## src/rtl/div_pkg.sv

```systemverilog
// Shared constants, divisor word type and wr_sel width helper for prog_clock_divider.
package div_pkg;

   localparam int unsigned DIV_WIDTH_DEFAULT = 32;
   localparam int unsigned MAX_CHANNELS      = 16;

   typedef logic [DIV_WIDTH_DEFAULT-1:0] div_word_t;

   localparam div_word_t DIV_RESET_DEFAULT = 32'd18;

   // Channel-select width: clog2 of the channel count, never below one bit.
   function automatic int unsigned sel_width(input int unsigned n);
      if (n <= 32'd1)
         return 32'd1;
      return 32'($clog2(n));
   endfunction

endpackage

```

## src/rtl/div_channel.sv

```systemverilog
// One divider channel: pending/active divisor, counter, registered tick and square output.
module div_channel
   import div_pkg::*;
#(
   parameter int unsigned WIDTH       = DIV_WIDTH_DEFAULT,
   parameter div_word_t   DEFAULT_DIV = DIV_RESET_DEFAULT
) (
   input  logic             cin,
   input  logic             rst,
   input  logic             en,
   input  logic             sync,
   input  logic             wr,
   input  logic [WIDTH-1:0] wr_data,
   output logic             tick,
   output logic             cout
);

   localparam logic [WIDTH-1:0] RST_DIV = WIDTH'(DEFAULT_DIV);

   logic [WIDTH-1:0] pending;
   logic [WIDTH-1:0] active;
   logic [WIDTH-1:0] count;
   logic             tc;

   assign tc = (count == active);

   always_ff @(posedge cin or posedge rst) begin
      if (rst)
         pending <= RST_DIV;
      else if (wr)
         pending <= wr_data;
   end

   // active only ever samples the pre-write pending value, so a write landing on
   // a terminal count is deferred to the following terminal count.
   always_ff @(posedge cin or posedge rst) begin
      if (rst) begin
         active <= RST_DIV;
         count  <= '0;
         tick   <= 1'b0;
         cout   <= 1'b0;
      end else if (sync || !en) begin
         active <= pending;
         count  <= '0;
         tick   <= 1'b0;
         cout   <= 1'b0;
      end else if (tc) begin
         active <= pending;
         count  <= '0;
         tick   <= 1'b1;
         cout   <= ~cout;
      end else begin
         count  <= count + WIDTH'(1);
         tick   <= 1'b0;
      end
   end

endmodule

```

## src/rtl/prog_clock_divider.sv

```systemverilog
// Multi-channel programmable clock-enable / square-wave generator.
// Optional feature macro: PHASE_SYNC_EN adds the sync phase-alignment input.
module prog_clock_divider
   import div_pkg::*;
#(
   parameter int unsigned WIDTH       = DIV_WIDTH_DEFAULT,
   parameter int unsigned CHANNELS    = 4,
   parameter div_word_t   DEFAULT_DIV = DIV_RESET_DEFAULT
) (
   input  logic                             cin,
   input  logic                             rst,
   input  logic [CHANNELS-1:0]              en,
   input  logic                             wr_en,
   input  logic [sel_width(CHANNELS)-1:0]   wr_sel,
   input  logic [WIDTH-1:0]                 wr_data,
`ifdef PHASE_SYNC_EN
   input  logic                             sync,
`endif
   output logic [CHANNELS-1:0]              tick,
   output logic [CHANNELS-1:0]              cout
);

   localparam int unsigned SW = sel_width(CHANNELS);

   logic sync_i;

`ifdef PHASE_SYNC_EN
   assign sync_i = sync;
`else
   assign sync_i = 1'b0;
`endif

   // Selects at or beyond CHANNELS match no channel and are silently dropped.
   for (genvar i = 0; i < CHANNELS; i++) begin : g_ch
      logic wr_i;

      assign wr_i = wr_en && (wr_sel == SW'(i));

      div_channel #(
         .WIDTH       (WIDTH),
         .DEFAULT_DIV (DEFAULT_DIV)
      ) u_ch (
         .cin     (cin),
         .rst     (rst),
         .en      (en[i]),
         .sync    (sync_i),
         .wr      (wr_i),
         .wr_data (wr_data),
         .tick    (tick[i]),
         .cout    (cout[i])
      );
   end

endmodule

```

## config.mk

```make
export PLATFORM = sky130hd
export DESIGN_NAME = prog_clock_divider
export DESIGN_NICKNAME = d
export VERILOG_FILES = /design/src/rtl/div_pkg.sv /design/src/rtl/div_channel.sv /design/src/rtl/prog_clock_divider.sv
export SDC_FILE = /design/constraint.sdc
export NUM_CORES = 1
export LEC_CHECK = 0
export BUFFER_PORTS_ARGS = -buffer_cell sky130_fd_sc_hd__buf_2
export CORE_ASPECT_RATIO = 1.25
export CORE_MARGIN = 4
export CORE_UTILIZATION = 60
export CTS_CLUSTER_DIAMETER = 80
export CTS_CLUSTER_SIZE = 40
export DETAILED_ROUTE_END_ITERATION = 8
export PLACE_DENSITY = 0.78
export SKIP_CTS_REPAIR_TIMING = 1
export SLEW_MARGIN = 15
export SYNTH_ARGS = -nofsm -noshare
export SYNTH_HDL_FRONTEND = slang
export SYNTH_SLANG_ARGS = --single-unit
```

## constraint.sdc

```tcl
create_clock -name cin -period 18.1 [get_ports cin]
set_clock_uncertainty 0.1 [all_clocks]
set_input_delay 1.81 -clock cin [delete_from_list [all_inputs] [get_ports cin]]
set_output_delay 1.81 -clock cin [all_outputs]
set_load 0.1 [all_outputs]
```

==> impl_metrics.prom <==
# TYPE chip_impl_metric gauge
chip_impl_metric{name="post_synth_inst_count",unit=""} 1373
chip_impl_info{name="status",value="finished, final reports clean"} 1
chip_impl_metric{name="dieArea",unit="mm^2"} 0.0319
chip_impl_metric{name="clkLatencyLatePin",unit="ns"} 0.54
chip_impl_metric{name="ios",unit=""} 49
chip_impl_metric{name="max-clock-path-buffers",unit=""} 3
chip_impl_metric{name="cp_max_fanout",unit=""} 121
chip_impl_metric{name="drt-pass1-iter-count",unit=""} 5
chip_impl_metric{name="synth-seq-cells",unit=""} 392
chip_impl_metric{name="portBuffers",unit=""} 48
chip_impl_metric{name="cellLeakagePower",unit="nW"} 8.14
chip_impl_metric{name="required",unit="ns"} 18.52
chip_impl_metric{name="arrival",unit="ns"} 4.18
chip_impl_metric{name="drt-vias-per-instance",unit=""} 5.70
chip_impl_info{name="synthDominantAreaCellType",value="sky130_fd_sc_hd__dfrtp_1"} 1
chip_impl_info{name="worst_hold_path.endpoint",value="g_ch[2].u_ch.active[31]"} 1
chip_impl_metric{name="finalWorstPathRequiredPeriod",unit="ns"} 3.76
chip_impl_metric{name="nets",unit=""} 1437
chip_impl_metric{name="max-cap-violations",unit=""} 0
chip_impl_metric{name="drt_first_iter_violations",unit=""} 698
chip_impl_info{name="netlist_top_cells_area",value="sky130_fd_sc_hd__dfrtp_1 (54%), sky130_fd_sc_hd__mux2_2 (16%), sky130_fd_sc_hd__xor2_1 (9.9%)"} 1
chip_impl_metric{name="detailed_place_hpwl",unit="um"} 23800
chip_impl_metric{name="total_count_of_max_transition_violations_in_the_final_report",unit=""} 0
chip_impl_metric{name="routabilityCongestion",unit=""} 0.849
chip_impl_metric{name="ir_worst_vdd",unit="mV"} 0.0779
chip_impl_metric{name="cts.htree.levels",unit=""} 1
chip_impl_metric{name="vias_post_dr",unit=""} 10200
chip_impl_metric{name="yosys.cell_types.count",unit=""} 38
chip_impl_metric{name="drt_wl_total",unit="um"} 34900
chip_impl_metric{name="worstRegToRegCells",unit=""} 6
chip_impl_metric{name="drtAntennaViolNets",unit=""} 0
chip_impl_metric{name="worst_slew_pin_slew",unit="ns"} 0.992
chip_impl_info{name="crit_path_frequent_cell",value="sky130_fd_sc_hd__buf_4"} 1
chip_impl_info{name="setup_repair_after_global_routing_missed_its_margin",value="false"} 1
chip_impl_metric{name="maxSlewHeadroom",unit="%"} 33.9
chip_impl_metric{name="total_global_routing_track_utilization",unit="%"} 22.7
chip_impl_metric{name="utilization_after_layout",unit="%"} 64.4
chip_impl_info{name="critPathLaunchType",value="primary input"} 1
chip_impl_info{name="cp_slowest_cell",value="sky130_fd_sc_hd__buf_4"} 1
chip_impl_metric{name="core_region_area",unit="mm^2"} 0.0286
chip_impl_metric{name="holdPathStages",unit=""} 1
chip_impl_info{name="cts_tree",value="done"} 1
chip_impl_metric{name="avgRoutedWirePerCell",unit="um"} 19.5
chip_impl_metric{name="global_route_wire_length_before_repair",unit="um"} 57500
chip_impl_info{name="hp-class",value="register to register"} 1
chip_impl_metric{name="power_density",unit="mW/mm^2"} 97.0
chip_impl_metric{name="number_of_antenna_violations_at_the_first_check_in_global_routing",unit=""} 1
chip_impl_metric{name="max_stage_delay",unit="ns"} 0.89
chip_impl_metric{name="syn-num-nets",unit=""} 1418
chip_impl_metric{name="ys_seq_area_share",unit="%"} 56.3
chip_impl_metric{name="syn_area_per_cell",unit="um^2"} 12.7
chip_impl_info{name="worstSetupEndpointType",value="async pin"} 1
chip_impl_metric{name="initial_utilization",unit="%"} 61.1
chip_impl_metric{name="std_cell_rows",unit=""} 69
chip_impl_info{name="worstReg2RegStart",value="g_ch[2].u_ch.count[6]"} 1
chip_impl_metric{name="setup_viol_count_final",unit=""} 0
chip_impl_metric{name="die_w",unit="um"} 161
chip_impl_metric{name="insertedDiodeCount",unit=""} 0
chip_impl_metric{name="synth.yosys.warnings",unit=""} 0
chip_impl_metric{name="num-fill-cells",unit=""} 2137
chip_impl_metric{name="relative_area_change_from_synthesis_to_final_layout",unit="%"} 5.46
chip_impl_metric{name="layoutNonFillerInstCount",unit=""} 1790
chip_impl_info{name="crit_start",value="rst"} 1
chip_impl_metric{name="numPlacedInstances",unit=""} 1765
chip_impl_info{name="worstReg2RegEnd",value="g_ch[2].u_ch.active[11]"} 1
chip_impl_metric{name="fmaxAchievable",unit="MHz"} 266
chip_impl_metric{name="die_h",unit="um"} 199
chip_impl_metric{name="grt_max_degree",unit=""} 122
chip_impl_metric{name="final_min_period_over_clock_period",unit="%"} 20.8
chip_impl_metric{name="layout-drive-gt1-share",unit="%"} 26.3
chip_impl_metric{name="detail_route.drc_violations",unit=""} 0
chip_impl_metric{name="timing.setup.tns",unit="ns"} 0
chip_impl_metric{name="clk_pin_slew",unit="ns"} 0.13
chip_impl_metric{name="netlist_area",unit="mm^2"} 0.0175
chip_impl_metric{name="timing_hold_violations_final",unit=""} 0
chip_impl_metric{name="cts_made_buffers",unit=""} 15
chip_impl_metric{name="tritoncts_num_sinks",unit=""} 392
chip_impl_metric{name="synth.top_cell.area_share",unit="%"} 53.9
chip_impl_metric{name="first_global_vias",unit=""} 10500
chip_impl_metric{name="total_power",unit="mW"} 1.79
chip_impl_metric{name="overflow_left_after_global_routing",unit=""} 0
chip_impl_info{name="cp_cell_sequence",value="buf_2 > inv_8 > buf_4 > buf_4"} 1
chip_impl_info{name="critical_path_class",value="primary input to async pin"} 1
chip_impl_info{name="hold_path_startpoint",value="g_ch[2].u_ch.pending[31]"} 1
chip_impl_info{name="root_cell_of_the_clock_tree",value="sky130_fd_sc_hd__clkbuf_16"} 1
chip_impl_metric{name="r2r_setup_slack",unit="ns"} 15.03
cells in the mapped netlist, drive strengths merged:
cell    count
nand3      49
nand2      34
nor4       41
nand2b      1
xnor2      43
and2        2
nand4b      2
nor3       17
inv        15
nor2      137
mux2      256
nor2b       2
nand3b      2
or3        12
clkbuf     20
and4       19
a21oi      11
dfrtp     376
nand4      40
dfstp      16
nor3b       2
and3       17
or2         2
buf        39
ha          4
xor2      198
o21ai      15
or3b        1
how the worst max path moves through the flow:
stage,endpoint,slack (ns),cells after the start
5_1_grt,g_ch[3].u_ch.active[26],13.89,4
3_3_place_gp,g_ch[0].u_ch.active[23],13.68,4
4_1_cts,g_ch[3].u_ch.count[18],14.22,4
6_report,g_ch[3].u_ch.count[14],14.34,4
3_5_place_dp,g_ch[0].u_ch.active[23],13.62,4
2_1_floorplan,g_ch[0].u_ch.active[0],5.32,1
power breakdown:
part           total, mW  internal (mW)  leakage, nW  switching [mW]
Combinational      0.241          0.134         2.99           0.107
Clock              0.455          0.172        0.243           0.283
Sequential          1.09           1.00         4.90          0.0845
Total               1.79           1.31         8.14           0.474
sequential cells by signal, summed over array words and instances (netlist names):
signal,flops
g_ch.u_ch.count,128
g_ch.u_ch.pending,128
g_ch.u_ch.active,128
g_ch.u_ch.cout,4
g_ch.u_ch.tick,4
critical path: cells and delay by family:
| kind | cells | cell delay (ns) |
|---|---|---|
| buffers and inverters | 4 | 2.27 |
through the flow:
step	instance area [um^2]	hold WS, ns	worst slack (ns)
finish	18400	0.395	14.34
detailed placement	17900	0.382	13.62
floorplan	17500	0.359	5.32
global placement	17900	0.370	13.68
CTS	18400	0.398	14.22
global route	18400	0.423	13.89
area by class of cell:
class	instances	area (um^2)	share of cell area, %
multi-input combinational	907	7190	39.0
timing repair buffer	61	338	1.83
inverter	15	63.8	0.347
clock inverter	7	109	0.591
tap	390	488	2.65
sequential	392	9830	53.4
clock buffer	18	397	2.15
placed cells by master (no fill, tap or decap), types with 19 or more instances in the layout:
master and n:
sky130_fd_sc_hd__dfrtp_1 376, sky130_fd_sc_hd__mux2_2 253, sky130_fd_sc_hd__xor2_1 198, sky130_fd_sc_hd__nor2_1 137
sky130_fd_sc_hd__nand3_1 49, sky130_fd_sc_hd__buf_2 48, sky130_fd_sc_hd__xnor2_1 43, sky130_fd_sc_hd__nand4_1 39
sky130_fd_sc_hd__nor4_1 38, sky130_fd_sc_hd__nand2_1 34, sky130_fd_sc_hd__and4_1 19
layer usage:
| metal | track usage [%] | wire length (um) |
|---|---|---|
| met5 | 0 | 0 |
| met1 | 30.9 | 15300 |
| met2 | 39.1 | 17600 |
| met4 | 6.60 | 984 |
| met3 | 2.38 | 1060 |
cell families after synthesis:
kind of cell | share of synthesized area (%)
adder cells (fa/ha/maj) | 0.287
flip-flops | 56.3
buffers and inverters | 2.56
XOR/XNOR | 12.1
multiplexers | 16.5
AO/OA/AOI/OAI | 1.00
AND/OR/NAND/NOR | 11.2
Note: power is estimated with default switching activity, not from simulation.
